<file path="src/rtl/snn_vote_pkg.sv">
// Shared widths, defaults and FSM state type for the spike vote decoder
// and the FC/LIF layers that feed it.
package snn_vote_pkg;

    // Defaults shared with the FC/LIF layers
    localparam int unsigned DefOutputNodes = 20;
    localparam int unsigned DefNumClasses  = 10;
    localparam int unsigned DefGroup       = 2;
    localparam int unsigned DefStep        = 25;

    // Per-neuron and step counter width: holds 0..step
    function automatic int unsigned cnt_width(input int unsigned step);
        return $clog2(step + 1);
    endfunction

    // Class score width: holds 0..group*step
    function automatic int unsigned score_width(input int unsigned group,
                                                input int unsigned step);
        return $clog2(group * step + 1);
    endfunction

    // Class index width, never narrower than one bit
    function automatic int unsigned class_width(input int unsigned num_classes);
        return (num_classes <= 1) ? 1 : $clog2(num_classes);
    endfunction

    typedef enum logic [1:0] {
        StIdle,
        StScan,
        StDone
    } vote_state_e;

endpackage

</file>
<file path="src/rtl/class_argmax_seq.sv">
// Sequential argmax over a score snapshot, one class per cycle.
// Ties resolve to the lowest class index; a new start restarts the scan.
module class_argmax_seq
    import snn_vote_pkg::*;
#(
    parameter int unsigned NUM_CLASSES = DefNumClasses,
    parameter int unsigned SW          = score_width(DefGroup, DefStep),
    parameter int unsigned CLW         = class_width(DefNumClasses)
) (
    input  logic                             clk,
    input  logic                             reset,
    input  logic                             start,
    input  logic                             abort,
    input  logic [NUM_CLASSES-1:0][SW-1:0]   scores,
    output logic                             busy,
    output logic                             done,
    output logic [CLW-1:0]                   best_idx,
    output logic [SW-1:0]                    best_score
);

    vote_state_e    state_q;
    logic [CLW-1:0] idx_q;
    logic [CLW-1:0] lead_idx_q;
    logic [SW-1:0]  lead_score_q;
    logic           done_q;
    logic [CLW-1:0] res_idx_q;
    logic [SW-1:0]  res_score_q;

    // Scan sequencing: abort beats start, start beats the running scan
    always_ff @(posedge clk) begin
        if (!reset) begin
            state_q      <= StIdle;
            idx_q        <= '0;
            lead_idx_q   <= '0;
            lead_score_q <= '0;
            done_q       <= 1'b0;
            res_idx_q    <= '0;
            res_score_q  <= '0;
        end else begin
            done_q <= 1'b0;
            if (abort) begin
                state_q <= StIdle;
            end else if (start) begin
                state_q      <= StScan;
                idx_q        <= '0;
                lead_idx_q   <= '0;
                lead_score_q <= '0;
            end else begin
                unique case (state_q)
                    StIdle: begin
                        state_q <= StIdle;
                    end
                    StScan: begin
                        // Strict compare keeps the earliest class on a tie
                        if (scores[idx_q] > lead_score_q) begin
                            lead_score_q <= scores[idx_q];
                            lead_idx_q   <= idx_q;
                        end
                        if (idx_q == CLW'(NUM_CLASSES - 1)) begin
                            state_q <= StDone;
                        end else begin
                            idx_q <= idx_q + 1'b1;
                        end
                    end
                    StDone: begin
                        done_q      <= 1'b1;
                        res_idx_q   <= lead_idx_q;
                        res_score_q <= lead_score_q;
                        state_q     <= StIdle;
                    end
                    default: begin
                        state_q <= StIdle;
                    end
                endcase
            end
        end
    end

    assign busy       = (state_q != StIdle);
    assign done       = done_q;
    assign best_idx   = res_idx_q;
    assign best_score = res_score_q;

endmodule

</file>
<file path="src/rtl/spike_vote_decoder.sv">
// Accumulates per-neuron spike counts over a STEP-timestep window, snapshots
// per-class totals at window end and hands them to a sequential argmax.
module spike_vote_decoder
    import snn_vote_pkg::*;
#(
    parameter int unsigned OUTPUT_NODES = DefOutputNodes,
    parameter int unsigned NUM_CLASSES  = DefNumClasses,
    parameter int unsigned GROUP        = DefGroup,
    parameter int unsigned STEP         = DefStep
) (
    input  logic                                         clk,
    input  logic                                         reset,
    input  logic                                         spk1_en,
    input  logic [0:OUTPUT_NODES-1]                      spk_1,
    input  logic                                         frame_clr,
    output logic                                         result_valid,
    output logic [class_width(NUM_CLASSES)-1:0]          result_class,
    output logic [score_width(GROUP, STEP)-1:0]          result_score,
    output logic                                         busy,
    output logic                                         overrun
);

    localparam int unsigned CW  = cnt_width(STEP);
    localparam int unsigned SW  = score_width(GROUP, STEP);
    localparam int unsigned CLW = class_width(NUM_CLASSES);

    if (OUTPUT_NODES != NUM_CLASSES * GROUP) begin : g_param_check
        $error("spike_vote_decoder: OUTPUT_NODES must equal NUM_CLASSES*GROUP");
    end

    logic [CW-1:0]                 cnt_q [OUTPUT_NODES];
    logic [CW-1:0]                 step_q;
    logic [NUM_CLASSES-1:0][SW-1:0] score_d;
    logic [NUM_CLASSES-1:0][SW-1:0] score_q;
    logic                          overrun_q;
    logic                          win_end;
    logic                          scan_busy;

    // frame_clr drops a simultaneous spk1_en, so it can never end a window
    assign win_end = spk1_en && !frame_clr && (step_q == CW'(STEP - 1));

    // Class totals including the spikes of the final timestep
    always_comb begin
        score_d = '0;
        for (int c = 0; c < NUM_CLASSES; c++) begin
            for (int g = 0; g < GROUP; g++) begin
                score_d[c] = score_d[c] + SW'(cnt_q[c*GROUP+g]) + SW'(spk_1[c*GROUP+g]);
            end
        end
    end

    // Per-neuron and step counters; cleared at window end for a gapless next window
    always_ff @(posedge clk) begin
        if (!reset || frame_clr) begin
            step_q <= '0;
            for (int n = 0; n < OUTPUT_NODES; n++) cnt_q[n] <= '0;
        end else if (spk1_en) begin
            if (step_q == CW'(STEP - 1)) begin
                step_q <= '0;
                for (int n = 0; n < OUTPUT_NODES; n++) cnt_q[n] <= '0;
            end else begin
                step_q <= step_q + 1'b1;
                for (int n = 0; n < OUTPUT_NODES; n++) cnt_q[n] <= cnt_q[n] + CW'(spk_1[n]);
            end
        end
    end

    // Score snapshot held stable for the argmax scan
    always_ff @(posedge clk) begin
        if (!reset) begin
            score_q <= '0;
        end else if (win_end) begin
            score_q <= score_d;
        end
    end

    // Sticky flag: a window ended before the previous decision was emitted
    always_ff @(posedge clk) begin
        if (!reset || frame_clr) begin
            overrun_q <= 1'b0;
        end else if (win_end && scan_busy) begin
            overrun_q <= 1'b1;
        end
    end

    class_argmax_seq #(
        .NUM_CLASSES (NUM_CLASSES),
        .SW          (SW),
        .CLW         (CLW)
    ) u_argmax (
        .clk        (clk),
        .reset      (reset),
        .start      (win_end),
        .abort      (frame_clr),
        .scores     (score_q),
        .busy       (scan_busy),
        .done       (result_valid),
        .best_idx   (result_class),
        .best_score (result_score)
    );

    assign busy    = scan_busy;
    assign overrun = overrun_q;

endmodule

</file>
<file path="config.mk">
export PLATFORM = sky130hd
export DESIGN_NAME = spike_vote_decoder
export DESIGN_NICKNAME = d
export VERILOG_FILES = /design/src/rtl/snn_vote_pkg.sv /design/src/rtl/class_argmax_seq.sv /design/src/rtl/spike_vote_decoder.sv
export SDC_FILE = /design/constraint.sdc
export NUM_CORES = 1
export LEC_CHECK = 0
export CAP_MARGIN = 20
export CORE_MARGIN = 2
export CORE_UTILIZATION = 40
export CTS_CLUSTER_SIZE = 30
export DETAILED_ROUTE_END_ITERATION = 7
export PLACE_DENSITY = 0.68
export SLEW_MARGIN = 20
export SYNTH_ARGS = -nofsm -noshare
export SYNTH_HDL_FRONTEND = slang
export SYNTH_SLANG_ARGS = --single-unit
</file>
<file path="constraint.sdc">
create_clock -name clk -period 3.8 [get_ports clk]
set_clock_uncertainty 0.2 [all_clocks]
set_input_delay 0.76 -clock clk [delete_from_list [all_inputs] [get_ports clk]]
set_output_delay 0.76 -clock clk [all_outputs]
set_load 0.01 [all_outputs]
</file>
==> impl_results.md <==
- 1st-pass router iterations: 4
- GPL Wtd Cong: 0.837
- CTS tree: yes
- Main area contributors after synthesis: sky130_fd_sc_hd__edfxtp_1, sky130_fd_sc_hd__dfxtp_1, sky130_fd_sc_hd__ha_1
- Synthesis-stage register bit count: 193
- Endpoint type of the worst setup path: flip-flop
- Standard cell core area: 27900 sq um
- Critical path depth: 10
- Most instantiated flip-flop cell in the synthesis netlist: sky130_fd_sc_hd__edfxtp_1
- Share of flip-flops with an asynchronous set or reset: 0%
- Average routed wire per standard cell: 15.7 um
- Antenna cells: 0
- CP Cell Sequence: buf_4, mux2i_1, o22ai_1, o31a_1, ha_1, and3_1, o21ai_0, a31oi_4, nor2_1, a22o_1
- Area taken by multi-input logic gates: 6050 sq um
- Cells on worst reg2reg path: 10
- Peak VDD IR: 0.000220 V
- Number of nets in the synthesized netlist: 1216
- Sequential fraction of the synthesis area: 42.9%
- Relative slew margins: 49.9%
- Number of placement rows: 61
- Slack of the worst reg-to-reg path: 0.53 ns
- Worst setup path category: reg -> reg
- Highest cell delay on the worst timing path: 0.52 ns
- Die area: 29700 sq um
- Number of antenna violations at the first check in global routing: 0
- HPWL Detailed: 16500 um
- RSZ-0062 raised after global routing: false
- Least-Margin Pin Slew: 0.751 ns
- Remaining number of nets flagged by the antenna check after routing: 0
- Initial core utilization: 40.7%
- Number of port buffers: 36
- Root buffer cell: sky130_fd_sc_hd__clkbuf_16
- Largest net degree at the start of global routing: 39
- Fraction of final layout cells with drive strength greater than 1: 5.77%
- GRT Overall Usage: 16.2%
- Capture point of the critical path: u_argmax.lead_score_q[2]$_SDFFE_PN0P_
- Max Slew Vio Count: 0
- Slowest stage cell on the critical path: sky130_fd_sc_hd__dfxtp_1
- Post-CTS Hold Fix Bufs: 0
- Post-CTS Setup Bufs: 0
- Die height: 172 um
- Total number of yosys warnings: 0
- Critical Path Fanout Max: 8
- Horizontal extent of the die: 172 um
- Critical path arrival: 3.44 ns
- Power per cell area: 353 nW/um^2
- Net total in the final layout: 1246
- Number of sinks on the clock net: 193
- Count of endpoints failing hold in the final timing report: 0
- Number of buffers inserted during clock tree synthesis: 17
- Leakage power figure: 5.01 nW
- GR Overflow Total: 0
- Tcrit/Tclk final: 86.0%
- Syn-to-layout area delta: 12.0%
- WL final: 22800 um
- FF-to-FF Start: u_argmax.idx_q[0]$_SDFFE_PN0P_
- Syn_area_per_cell: 11.0 sq um
- Number of enable flip-flop cells after synthesis: 100
- Number of H-tree levels: 4
- Total of fill cells in the finished design: 2524
- Hold_ws: 0.263 ns
- Via count: 7528
- Synth cell types: 51
- Min-Delay Path Class: reg -> reg
- Remaining design rule violation count: 0
- Min Clock Period, post-route: 3.27 ns
- Wire length of the first global-routing pass: 37800 um
- Cell family with most CP delay: compound AO/OA/AOI/OAI gates
- Final setup vio count: 0
- Instance count of the mapped netlist: 1032
- Library cell with the largest summed area after synthesis: sky130_fd_sc_hd__edfxtp_1
- Vias in the first global route: 7473
- Startpoint of the worst setup timing path: u_argmax.idx_q[0]$_SDFFE_PN0P_
- Number of resized instances in the post-cts repair step: 0
- Post-Syn Area: 11300 sq um
- Post-Layout Cell Count: 1453
- Setup TNS: 0 ns
- Required @ worst endpoint: 3.97 ns
- Clock input transition at the sequential cells of the worst setup and hold paths: 0.07 ns
- Top-area cell type share of the netlist area: 26.5%
- Top achievable clock speed: 306 MHz
- Maximum clock insertion buffer count: 2
- Clock latency on the worst-skew pair: 0.43 ns
- Area taken by flip-flops and latches: 4860 sq um
- Number of ports placed on the die boundary: 37
- Worst path bufs/invs: 1
- Max-capacitance violation count: 0
- Element type at the critical path start: flip-flop
- Detail-routed via count per cell: 5.18
- Violation count after the first detailed-route iteration: 374
- Cell count after placement: 1421
- Worst r2r dst: u_argmax.lead_score_q[2]$_SDFFE_PN0P_
- Run status: completed
## kinds of logic after synthesis
logic type                 synth area share [%]
xor gates and xnor gates                   6.56
and+or+nand+nor                            12.7
buffers and inverters                      3.87
DFF                                        42.9
muxes                                      4.07
AOI/OAI and AO/OA                          10.9
adders and majority gates                  19.0
## synthesized netlist by cell type (22+ instances only)
master	count
sky130_fd_sc_hd__xnor2_1	41
sky130_fd_sc_hd__o21ai_0	22
sky130_fd_sc_hd__nor2_1	108
sky130_fd_sc_hd__edfxtp_1	100
sky130_fd_sc_hd__nand4_1	23
sky130_fd_sc_hd__ha_1	140
sky130_fd_sc_hd__mux2i_1	45
sky130_fd_sc_hd__a22o_1	35
sky130_fd_sc_hd__nand3_1	43
sky130_fd_sc_hd__xor2_1	44
sky130_fd_sc_hd__inv_1	61
sky130_fd_sc_hd__dfxtp_1	93
sky130_fd_sc_hd__and2_1	41
## report_power, final
part	total (mW)	switching, mW	internal, mW
registers	2.29	0.0482	2.24
clock network	1.76	0.817	0.942
logic	0.442	0.249	0.193
## flip-flops by register name, summed over array words and instances, names as in the netlist
name and flops:
cnt_q 100, overrun 1, score_q 60, step_q 5, u_argmax.best_idx 4, u_argmax.best_score 6
u_argmax.done 1, u_argmax.idx_q 4, u_argmax.lead_idx_q 4, u_argmax.lead_score_q 6, u_argmax.state_q 2
## per-stage QoR
step                power (mW)  area [sq um]  worst slack (ns)  util [%]
global route              4.68         12700             0.350      45.6
finish                    4.49         12700             0.534      45.6
detailed placement        2.78         12100             0.382      43.6
floorplan                 2.61         11300             0.891         -
global placement          2.77         12100             0.465      43.6
CTS                       4.53         12700             0.551      45.6
## metal layers
layer	up-vias	global-route usage [%]	wire length (um)
met4	0	3.95	223
met3	11	2.43	758
met1	3609	22.4	11400
met5	-	0	0
li1	3814	-	-
met2	94	26.7	10400
## cell type report
| class | count | area share, % |
|---|---|---|
| timing repair buffer | 51 | 4.02 |
| sequential | 193 | 38.3 |
| multi-input combinational | 737 | 47.6 |
| tap | 378 | 3.72 |
| inverter | 62 | 1.83 |
| clock inverter | 10 | 0.571 |
| clock buffer | 22 | 3.91 |
## worst min-delay path by stage
| stage | start | end | slack, ns | cells after the start |
|---|---|---|---|---|
| 3_3_place_gp | score_q[25]$_SDFFE_PN0P_ | score_q[25]$_SDFFE_PN0P_ | 0.25 | 1 |
| 5_1_grt | score_q[25]$_SDFFE_PN0P_ | score_q[25]$_SDFFE_PN0P_ | 0.28 | 1 |
| 3_5_place_dp | score_q[19]$_SDFFE_PN0P_ | score_q[19]$_SDFFE_PN0P_ | 0.25 | 1 |
| 4_1_cts | score_q[25]$_SDFFE_PN0P_ | score_q[25]$_SDFFE_PN0P_ | 0.27 | 1 |
| 2_1_floorplan | u_argmax.state_q[1]$_SDFFE_PP0P_ | u_argmax.state_q[1]$_SDFFE_PP0P_ | 0.23 | 1 |
| 6_report | score_q[19]$_SDFFE_PN0P_ | score_q[19]$_SDFFE_PN0P_ | 0.26 | 1 |
## layout by cell type, fill, tap and decap left out, drive strengths merged, types with 2 or more instances in the layout
master and count:
ha 140, nor2 109, edfxtp 100, dfxtp 93, inv 66, mux2i 45, xor2 44, nand3 43
and2 41, xnor2 41, clkdlybuf4s50 36, a22o 35, nand4 23, o21ai 22, clkbuf 22, fa 20
nand2 18, a21oi 15, buf 15, nor2b 13, and3 12, a21o 11, a31oi 11, a211oi 10
or3 10, a41oi 10, a211o 10, o2bb2ai 10, o311ai 10, o22ai 6, o221ai 6, o31a 6
clkinv 5, or2 4, nand2b 2, nand3b 2
Power figures use the tool's default switching activity.
